File: src/rtl/score_uart_tx.sv
// score_uart_tx: reports game events to the host as 4-byte 8N1 UART messages
// (tag, tens ASCII, ones ASCII, line feed) with a one-deep pending slot.
module score_uart_tx #(
    parameter int CLK_HZ = 50_000_000,
    parameter int BAUD   = 115200
) (
    input  logic       clk,
    input  logic       reset,
    input  logic       death_evt,
    input  logic       win_evt,
    input  logic [3:0] bcd_tens,
    input  logic [3:0] bcd_ones,
    output logic       tx,
    output logic       busy,
    output logic       dropped,
    output logic [7:0] msg_count
);

    localparam int DIV = CLK_HZ / BAUD;
    localparam int CW  = (DIV > 1) ? $clog2(DIV) : 1;
    localparam logic [CW-1:0] BIT_RELOAD = CW'(DIV - 1);

    typedef enum logic [1:0] {
        IDLE,
        START,
        DATA,
        STOP
    } state_t;

    state_t        state;
    logic [CW-1:0] bit_cnt;
    logic [2:0]    bit_idx;
    logic [1:0]    byte_idx;
    logic [7:0]    shift;
    logic [7:0]    act_tens;
    logic [7:0]    act_ones;

    logic          pend_valid;
    logic [7:0]    pend_tag;
    logic [7:0]    pend_tens;
    logic [7:0]    pend_ones;

    logic          bit_end;
    logic          msg_end;
    logic          pop;
    logic          any_evt;
    logic          slot_free;
    logic          accept;
    logic          lost;
    logic [7:0]    evt_tag;
    logic [7:0]    next_byte;

    // Digits 0-9 map to ASCII '0'-'9'; anything else is shown as '?'.
    function automatic logic [7:0] to_ascii(input logic [3:0] d);
        if (d <= 4'd9)
            return 8'h30 + {4'h0, d};
        else
            return 8'h3F;
    endfunction

    assign bit_end = (bit_cnt == '0);
    assign msg_end = (state == STOP) && bit_end && (byte_idx == 2'd3);

    // The slot is emptied on the edge the FSM starts the stored message,
    // so an event on that same edge can take its place.
    assign pop       = pend_valid && ((state == IDLE) || msg_end);
    assign any_evt   = win_evt || death_evt;
    assign slot_free = !pend_valid || pop;
    assign accept    = any_evt && slot_free;
    assign lost      = (win_evt && death_evt) || (any_evt && !slot_free);
    assign evt_tag   = win_evt ? 8'h57 : 8'h44;

    // Selects the byte that follows the one whose stop bit is ending.
    always_comb begin
        next_byte = 8'h0A;
        case (byte_idx)
            2'd0:    next_byte = act_tens;
            2'd1:    next_byte = act_ones;
            default: next_byte = 8'h0A;
        endcase
    end

    // Event capture into the pending slot and the sticky lost-event flag.
    always_ff @(posedge clk or posedge reset) begin
        if (reset) begin
            pend_valid <= 1'b0;
            pend_tag   <= 8'h00;
            pend_tens  <= 8'h00;
            pend_ones  <= 8'h00;
            dropped    <= 1'b0;
        end else begin
            if (lost)
                dropped <= 1'b1;
            if (accept) begin
                pend_valid <= 1'b1;
                pend_tag   <= evt_tag;
                pend_tens  <= to_ascii(bcd_tens);
                pend_ones  <= to_ascii(bcd_ones);
            end else if (pop) begin
                pend_valid <= 1'b0;
            end
        end
    end

    // Frame FSM: shifts out start, 8 data bits LSB first and stop for each byte.
    always_ff @(posedge clk or posedge reset) begin
        if (reset) begin
            state     <= IDLE;
            bit_cnt   <= '0;
            bit_idx   <= 3'd0;
            byte_idx  <= 2'd0;
            shift     <= 8'h00;
            act_tens  <= 8'h00;
            act_ones  <= 8'h00;
            tx        <= 1'b1;
            busy      <= 1'b0;
            msg_count <= 8'h00;
        end else begin
            case (state)
                IDLE: begin
                    tx   <= 1'b1;
                    busy <= 1'b0;
                    if (pend_valid) begin
                        act_tens <= pend_tens;
                        act_ones <= pend_ones;
                        shift    <= pend_tag;
                        byte_idx <= 2'd0;
                        bit_cnt  <= BIT_RELOAD;
                        tx       <= 1'b0;
                        busy     <= 1'b1;
                        state    <= START;
                    end
                end
                START: begin
                    if (bit_end) begin
                        bit_cnt <= BIT_RELOAD;
                        bit_idx <= 3'd0;
                        tx      <= shift[0];
                        state   <= DATA;
                    end else begin
                        bit_cnt <= bit_cnt - 1'b1;
                    end
                end
                DATA: begin
                    if (bit_end) begin
                        bit_cnt <= BIT_RELOAD;
                        if (bit_idx == 3'd7) begin
                            tx    <= 1'b1;
                            state <= STOP;
                        end else begin
                            bit_idx <= bit_idx + 3'd1;
                            shift   <= shift >> 1;
                            tx      <= shift[1];
                        end
                    end else begin
                        bit_cnt <= bit_cnt - 1'b1;
                    end
                end
                STOP: begin
                    if (bit_end) begin
                        bit_cnt <= BIT_RELOAD;
                        if (byte_idx == 2'd3) begin
                            msg_count <= msg_count + 8'd1;
                            if (pend_valid) begin
                                act_tens <= pend_tens;
                                act_ones <= pend_ones;
                                shift    <= pend_tag;
                                byte_idx <= 2'd0;
                                tx       <= 1'b0;
                                state    <= START;
                            end else begin
                                tx    <= 1'b1;
                                busy  <= 1'b0;
                                state <= IDLE;
                            end
                        end else begin
                            byte_idx <= byte_idx + 2'd1;
                            shift    <= next_byte;
                            tx       <= 1'b0;
                            state    <= START;
                        end
                    end else begin
                        bit_cnt <= bit_cnt - 1'b1;
                    end
                end
                default: begin
                    tx    <= 1'b1;
                    busy  <= 1'b0;
                    state <= IDLE;
                end
            endcase
        end
    end

endmodule

File: config.mk
export PLATFORM = sky130hd
export DESIGN_NAME = score_uart_tx
export DESIGN_NICKNAME = d
export VERILOG_FILES = /design/src/rtl/score_uart_tx.sv
export SDC_FILE = /design/constraint.sdc
export NUM_CORES = 1
export LEC_CHECK = 0
export CORE_MARGIN = 2
export CORE_UTILIZATION = 40
export DETAILED_ROUTE_END_ITERATION = 6
export GPL_TIMING_DRIVEN = 0
export HOLD_SLACK_MARGIN = 0.08
export PLACE_DENSITY = 0.61
export SYNTH_ARGS = -nofsm -noshare
export SYNTH_HDL_FRONTEND = slang
export SYNTH_SLANG_ARGS = --single-unit
File: constraint.sdc
create_clock -name clk -period 4.6 [get_ports clk]
set_input_delay 1.38 -clock clk [delete_from_list [all_inputs] [get_ports clk]]
set_output_delay 1.38 -clock clk [all_outputs]
set_load 0.01 [all_outputs]
==> impl_metrics.py, run 1 <==
metrics = {
    "timing": {
        "final_hold_viol_count": 0,
        "hold_ws_ns": 0.482,
        "finalSetupTns_ns": 0,
        "period_minus_slack_ns": 2.76,
        "period_share": 0.599,
        "grt_setup_unrepaired": "false",
        "maxSlewViolCount": 0,
        "max_slew_margin": 0.566,
        "fin_skew_ns": 0.00840,
        "clock.fmax_ghz": 0.363,
        "setup_viol": 0,
        "worst_pin_slew_ns": 0.648,
    },
    "hold_path": {
        "holdPathStages": 1,
        "holdPathEnd": "bit_cnt[8]",
        "hold_class": "reg -> reg",
        "hold_start": "bit_cnt[8]",
    },
    "clock_tree": {
        "cts_buffers": 5,
        "cts_tree": "built",
        "clk_path_buf_depth": 2,
        "clk-insertion-delay-late_ns": 0.31,
        "ctsResizeCount": 0,
        "clkTransAtPathRegs_ns": 0.10,
        "cts_root_buffer": "clkbuf_8",
        "post_cts_hold_buffer_count": 0,
        "htreeDepth": 2,
        "clock_sinks": 55,
        "post-cts-setup-buffers": 0,
    },
    "logic_synthesis": {
        "synthDistinctLibCells": 51,
        "yosysMostFrequentCell": "dfrtp_1",
        "yosys-top-cells-area": "dfrtp_1 (48%), ha_1 (4.8%), mux2_2 (4.8%)",
        "yosysTopAreaCell": "dfrtp_1",
        "syn_nets": 287,
        "syn-cell-area_um2": 2840,
        "synth_top_area_frac": 0.475,
        "avgSynthCellArea_um2": 10.8,
        "syn_inst": 264,
        "yosysSeqAreaShare": 0.485,
        "synth_top_flop_cell": "dfrtp_1",
        "synth_edf_count": 0,
        "ys_warn_count": 0,
        "synthArstFlopShare": 1.00,
        "yosys-top-cells-count": "dfrtp_1 (54), a21oi_1 (21), o21ai_0 (16)",
        "ys_ff_latch": 55,
    },
    "setup_path": {
        "cpMaxStageDelayCell": "dfstp_2",
        "cp.required_ns": 3.22,
        "r2r_cells": 7,
        "r2r_setup_slack_ns": 2.10,
        "path_class": "reg -> out",
        "start_kind": "flip-flop",
        "reg2reg_from": "bit_cnt[0]",
        "critPathTopFamily": "flip-flops",
        "worstPathBufferInverterCount": 1,
        "critical_path_cell_count": 1,
        "critPathArrivalTime_ns": 1.38,
        "cp-end-kind": "output pin",
        "worst_path_largest_cell_delay_ns": 0.54,
        "reg2reg_to": "pend_ones[3]",
        "crit_path_start": "tx",
        "critPathMaxFanout": 2,
        "crit_chain": "clkdlybuf4s50_1",
    },
    "power": {
        "p_per_area_nw_per_um2": 245,
        "p_leak_nw": 1.39,
        "max-vdd-ir-drop_v": 0.000129,
    },
    "floorplanning": {
        "dieHeight_um": 88.3,
        "die_w_um": 88.3,
        "coreArea_um2": 6830,
        "start_util": 0.416,
        "rows": 30,
        "die_area_um2": 7800,
        "io_pins": 23,
    },
    "detailed_routing": {
        "drc": 0,
        "first_pass_iters": 4,
        "via_count": 2037,
        "wl_per_cell_um": 14.3,
        "routed_wl_mm": 5.59,
        "final_antenna_net_count": 0,
        "viasPerCell": 5.21,
        "drtIter0Drc": 102,
    },
    "finish": {
        "nNetsFinal": 317,
        "n_fill_cell": 674,
        "syn2layout_area_growth_pct": 15.8,
        "final_layout_size_suffix_gt1_frac": 0.129,
        "antenna_cells": 0,
    },
    "global_routing": {
        "grt_max_degree": 42,
        "grtUsageTotal": 0.161,
        "grt_pass1_vias": 2067,
        "grt-ovfl-total": 0,
        "grt_pass1_wl_mm": 9.83,
        "antenna_found_initial": 0,
    },
    "job": {
        "cap_violations": 0,
    },
    "outcome": {
        "outcome": "finished, final reports clean",
    },
    "placed_design": {
        "gp_congestion": 0.773,
        "io_buffers": 22,
        "hpwl_mm": 4.07,
    },
}
-- report_power, final --
group | internal (mW) | switching [mW] | total, mW | leakage [nW]
clock | 0.110 | 0.161 | 0.271 | 0.0418
combinational | 0.0185 | 0.0200 | 0.0385 | 0.669
sequential | 0.492 | 0.00495 | 0.497 | 0.679
total | 0.620 | 0.186 | 0.806 | 1.39
-- layout by cell type, fill, tap and decap left out, drive strengths merged, types with 2 or more instances in the layout --
cell	synthesis	layout
dfrtp	54	54
nand2b	4	4
o21ai	17	17
inv	15	16
o22a	2	2
buf	3	4
a221oi	5	5
o311ai	3	3
nor2	14	14
a22o	9	9
o22ai	2	2
mux2i	5	5
and2	3	3
or2	4	4
xor2	4	4
a22oi	5	5
o21a	3	3
clkbuf	7	13
nand3	5	5
a21oi	21	21
clkdlybuf4s50	0	22
xnor2	5	5
nor3	3	3
mux2	16	16
o2bb2ai	7	7
ha	11	11
nor2b	3	3
nor4	4	4
nand2	14	14
nand4	2	2
-- sequential cells by signal (all words and copies together), names as in the netlist --
signal and cells:
msg_count 8, tx 1, act_tens 5, bit_idx 3, byte_idx 2, bit_cnt 9, act_ones 4, state 2
pend_tens 4, shift 8, busy 1, pend_valid 1, dropped 1, pend_ones 5, pend_tag 1
-- cells by family (layout without fill, tap and decap cells) --
| logic type | count (synthesis) | in the layout | share of synthesized area |
|---|---|---|---|
| buffers and inverters | 25 | 56 | 0.0352 |
| xor gates and xnor gates | 9 | 9 | 0.0277 |
| muxes | 21 | 21 | 0.0810 |
| and+or+nand+nor | 60 | 60 | 0.117 |
| DFF | 55 | 55 | 0.485 |
| AOI/OAI and AO/OA | 83 | 83 | 0.206 |
| adders and majority gates | 11 | 11 | 0.0484 |
-- worst max-delay path by stage --
stage	endpoint
6_report	tx
5_1_grt	tx
4_1_cts	tx
3_5_place_dp	pend_ones[3]
3_3_place_gp	shift[6]
2_1_floorplan	act_ones[0]
-- through the flow --
step                setup slack, ns  cells  utilization  power, mW  cell area (µm²)
CTS                            1.83    391        0.482      0.817             3290
floorplan                      1.88    264            -      0.525             2840
detailed placement             1.90    383        0.469      0.546             3200
finish                         1.84    391        0.482      0.806             3290
global route                   1.79    391        0.482      0.842             3290
global placement              0.809    382        0.466      0.543             3180
-- metal layers --
layer | vias up | global-route usage | routed length, µm
li1 | 1032 | - | -
met1 | 974 | 0.231 | 2870
met2 | 29 | 0.250 | 2510
met3 | 2 | 0.0280 | 157
met4 | 0 | 0.0496 | 43
met5 | - | 0 | 0
-- cell type report --
type	instances	area, µm²	share of cell area
plain buffers	10	43.8	0.0133
clock buffers	6	72.6	0.0220
clock inverters	2	16.3	0.00494
inverters	15	56.3	0.0171
multi-input cells	184	1370	0.415
flip-flops and latches	55	1380	0.418
well taps	96	120	0.0365
repair buffers	23	240	0.0730
Note: power is estimated with default switching activity, not from simulation.
==> inputs of run 2 (changes only) <==
==> constraint.sdc (replaced) <==
create_clock -name clk -period 2.8 [get_ports clk]
set_input_delay 0.84 -clock clk [delete_from_list [all_inputs] [get_ports clk]]
set_output_delay 0.84 -clock clk [all_outputs]
set_load 0.01 [all_outputs]
==> results of run 2 <==
The final DEF is identical to that of run 1. Status: finished, final reports clean.
Main changes from that run: setup slack after placement 1.90 ns -> 0.317 ns; setup slack after layout 1.84 ns -> 0.299 ns; start point of the critical path tx -> bit_cnt[0]; end point of the critical path tx -> pend_ones[3]; register-to-register setup slack 2.10 ns -> 0.30 ns; total power 0.806 mW -> 1.32 mW; worst IR drop on VDD 0.000129 V -> 0.000213 V
==> patch, RTL diff (settings of run 2) <==
`BAUD`: 115200 -> 460800.
--- a/src/rtl/score_uart_tx.sv
+++ b/src/rtl/score_uart_tx.sv
@@ -4,3 +4,3 @@
     parameter int CLK_HZ = 50_000_000,
-    parameter int BAUD   = 115200
+    parameter int BAUD   = 460800
 ) (
Check against the original RTL: same outputs for any inputs over 10 cycles, from zero or initial values and one cycle with reset high; that may be too few to reach the edited logic, so the function may still have changed.
==> patch against run 2 <==
- clock power increased by 4%
- routed wire length fell by 5.3%
- worst hold slack lost 0.0097 ns
- critical path depth is the same
- synthesized area is 4.5% lower
- worst setup slack improved by 0.052 ns
- design area down 4.1%
- sequential cell count is 2 lower
- first-iteration DRC count up 58%
- power decreased by 0.67%
- count of clock-buffer cells in the layout unchanged
- die area down 4.3%
- synthesized cell count shrank 3.8%
- clock skew barely moved
- critical endpoint is now shift[0]
==> patch: results (changes against run 2) <==
Starting DRT DRC Count=161 (+58%); Inverters, non-clock=14 (-1); final hold slack=0.4727 ns (-0.009693 ns); synth top area cells=dfrtp_1 (48%), mux2_2 (5.8%), ha_1 (5.5%), o21ai_0 (3.9%), a21oi_1 (3.1%); R2R setup slack=0.35 ns (+0.05 ns); Post-DP Area=3055 µm² (-4.6%); WHS Endpoint=msg_count[7]; gr usage total=15.69% (-0.39 points); Multi-Input Combinational=180 (-2.2%); WL final=5287 µm (-5.3%); adder-cell share of the synthesized area=5.530% (+0.69 points); Cells after Synth=254 (-3.8%); Syn Nets=278 (-3.1%); design area=3156 µm² (-4.1%); GP Congestion=0.8031 (+3.9%); critical path's largest stage delay=0.53 ns (-0.02 ns); Least-Margin Pin Slew=0.5650 ns (-0.08313 ns); multi-input logic area=1308 µm² (-4.2%); metal3 WL=106 µm (-32%); first-pass GRT wire length=9556 µm (-2.8%); Distinct cells, synth=52 (+2.0%); clock skew=0.008867 ns (+0.0004660 ns); Layout Nets=308 (-2.8%); Worst Path Max Fanout=10 (+1); GR Util met2=24.34% (-0.68 points); Post-Syn Area=2715 µm² (-4.5%); sequential area share after synthesis=48.89% (+0.43 points); Non-clock buffers=30 (-9.1%); FILL cells=643 (-4.6%); mux contribution to synthesized area=6.175% (-1.9 points); Worst VDD drop=0.2585 mV (+22%); Num Clock Sinks=53 (-3.6%); Met1 Routed Length=2635 µm (-8.2%); r2r endpoint=shift[0]; hpwl dp=3964 µm (-2.6%); status=complete, no violations; clk tree area frac=3.172% (+0.47 points); pin count of the biggest net entering global routing=33 (-21%); commonest cells in the netlist=dfrtp_1 (52), o21ai_0 (21), a21oi_1 (17), inv_1 (14), mux2_2 (14); top flop regs=msg_count: 8 flops, shift: 8 flops, bit_cnt: 7 flops; metal2 WL=2496 µm (-0.68%); placed cells=357 (-6.8%); met1 Use GR=22.69% (-0.39 points)
-- patch: how the worst max path moves through the flow --
stage               start  cells past startpoint  slack [ns]     endpoint
6_report       bit_cnt[0]                      7        0.35     shift[0]
5_1_grt        bit_cnt[0]                      7        0.10     shift[2]
4_1_cts        bit_cnt[0]                      7        0.36     shift[0]
3_5_place_dp   bit_cnt[0]                      7        0.41     shift[0]
3_3_place_gp        reset                      2       -0.37     shift[7]
2_1_floorplan       reset                      1        0.68  act_ones[0]
-- patch: kinds of logic after synthesis --
| kind of cell | count (synthesis) |
|---|---|
| muxes | 15 |
| and+or+nand+nor | 60 |
| buffers and inverters | 21 |
| xor gates and xnor gates | 7 |
| adders and majority gates | 12 |
| DFF | 53 |
| AOI/OAI and AO/OA | 86 |
-- patch: power breakdown --
part           internal [mW]  switching (mW)  total (mW)
Combinational         0.0307          0.0330      0.0637
Sequential             0.780         0.00846       0.789
Clock                  0.206           0.257       0.463
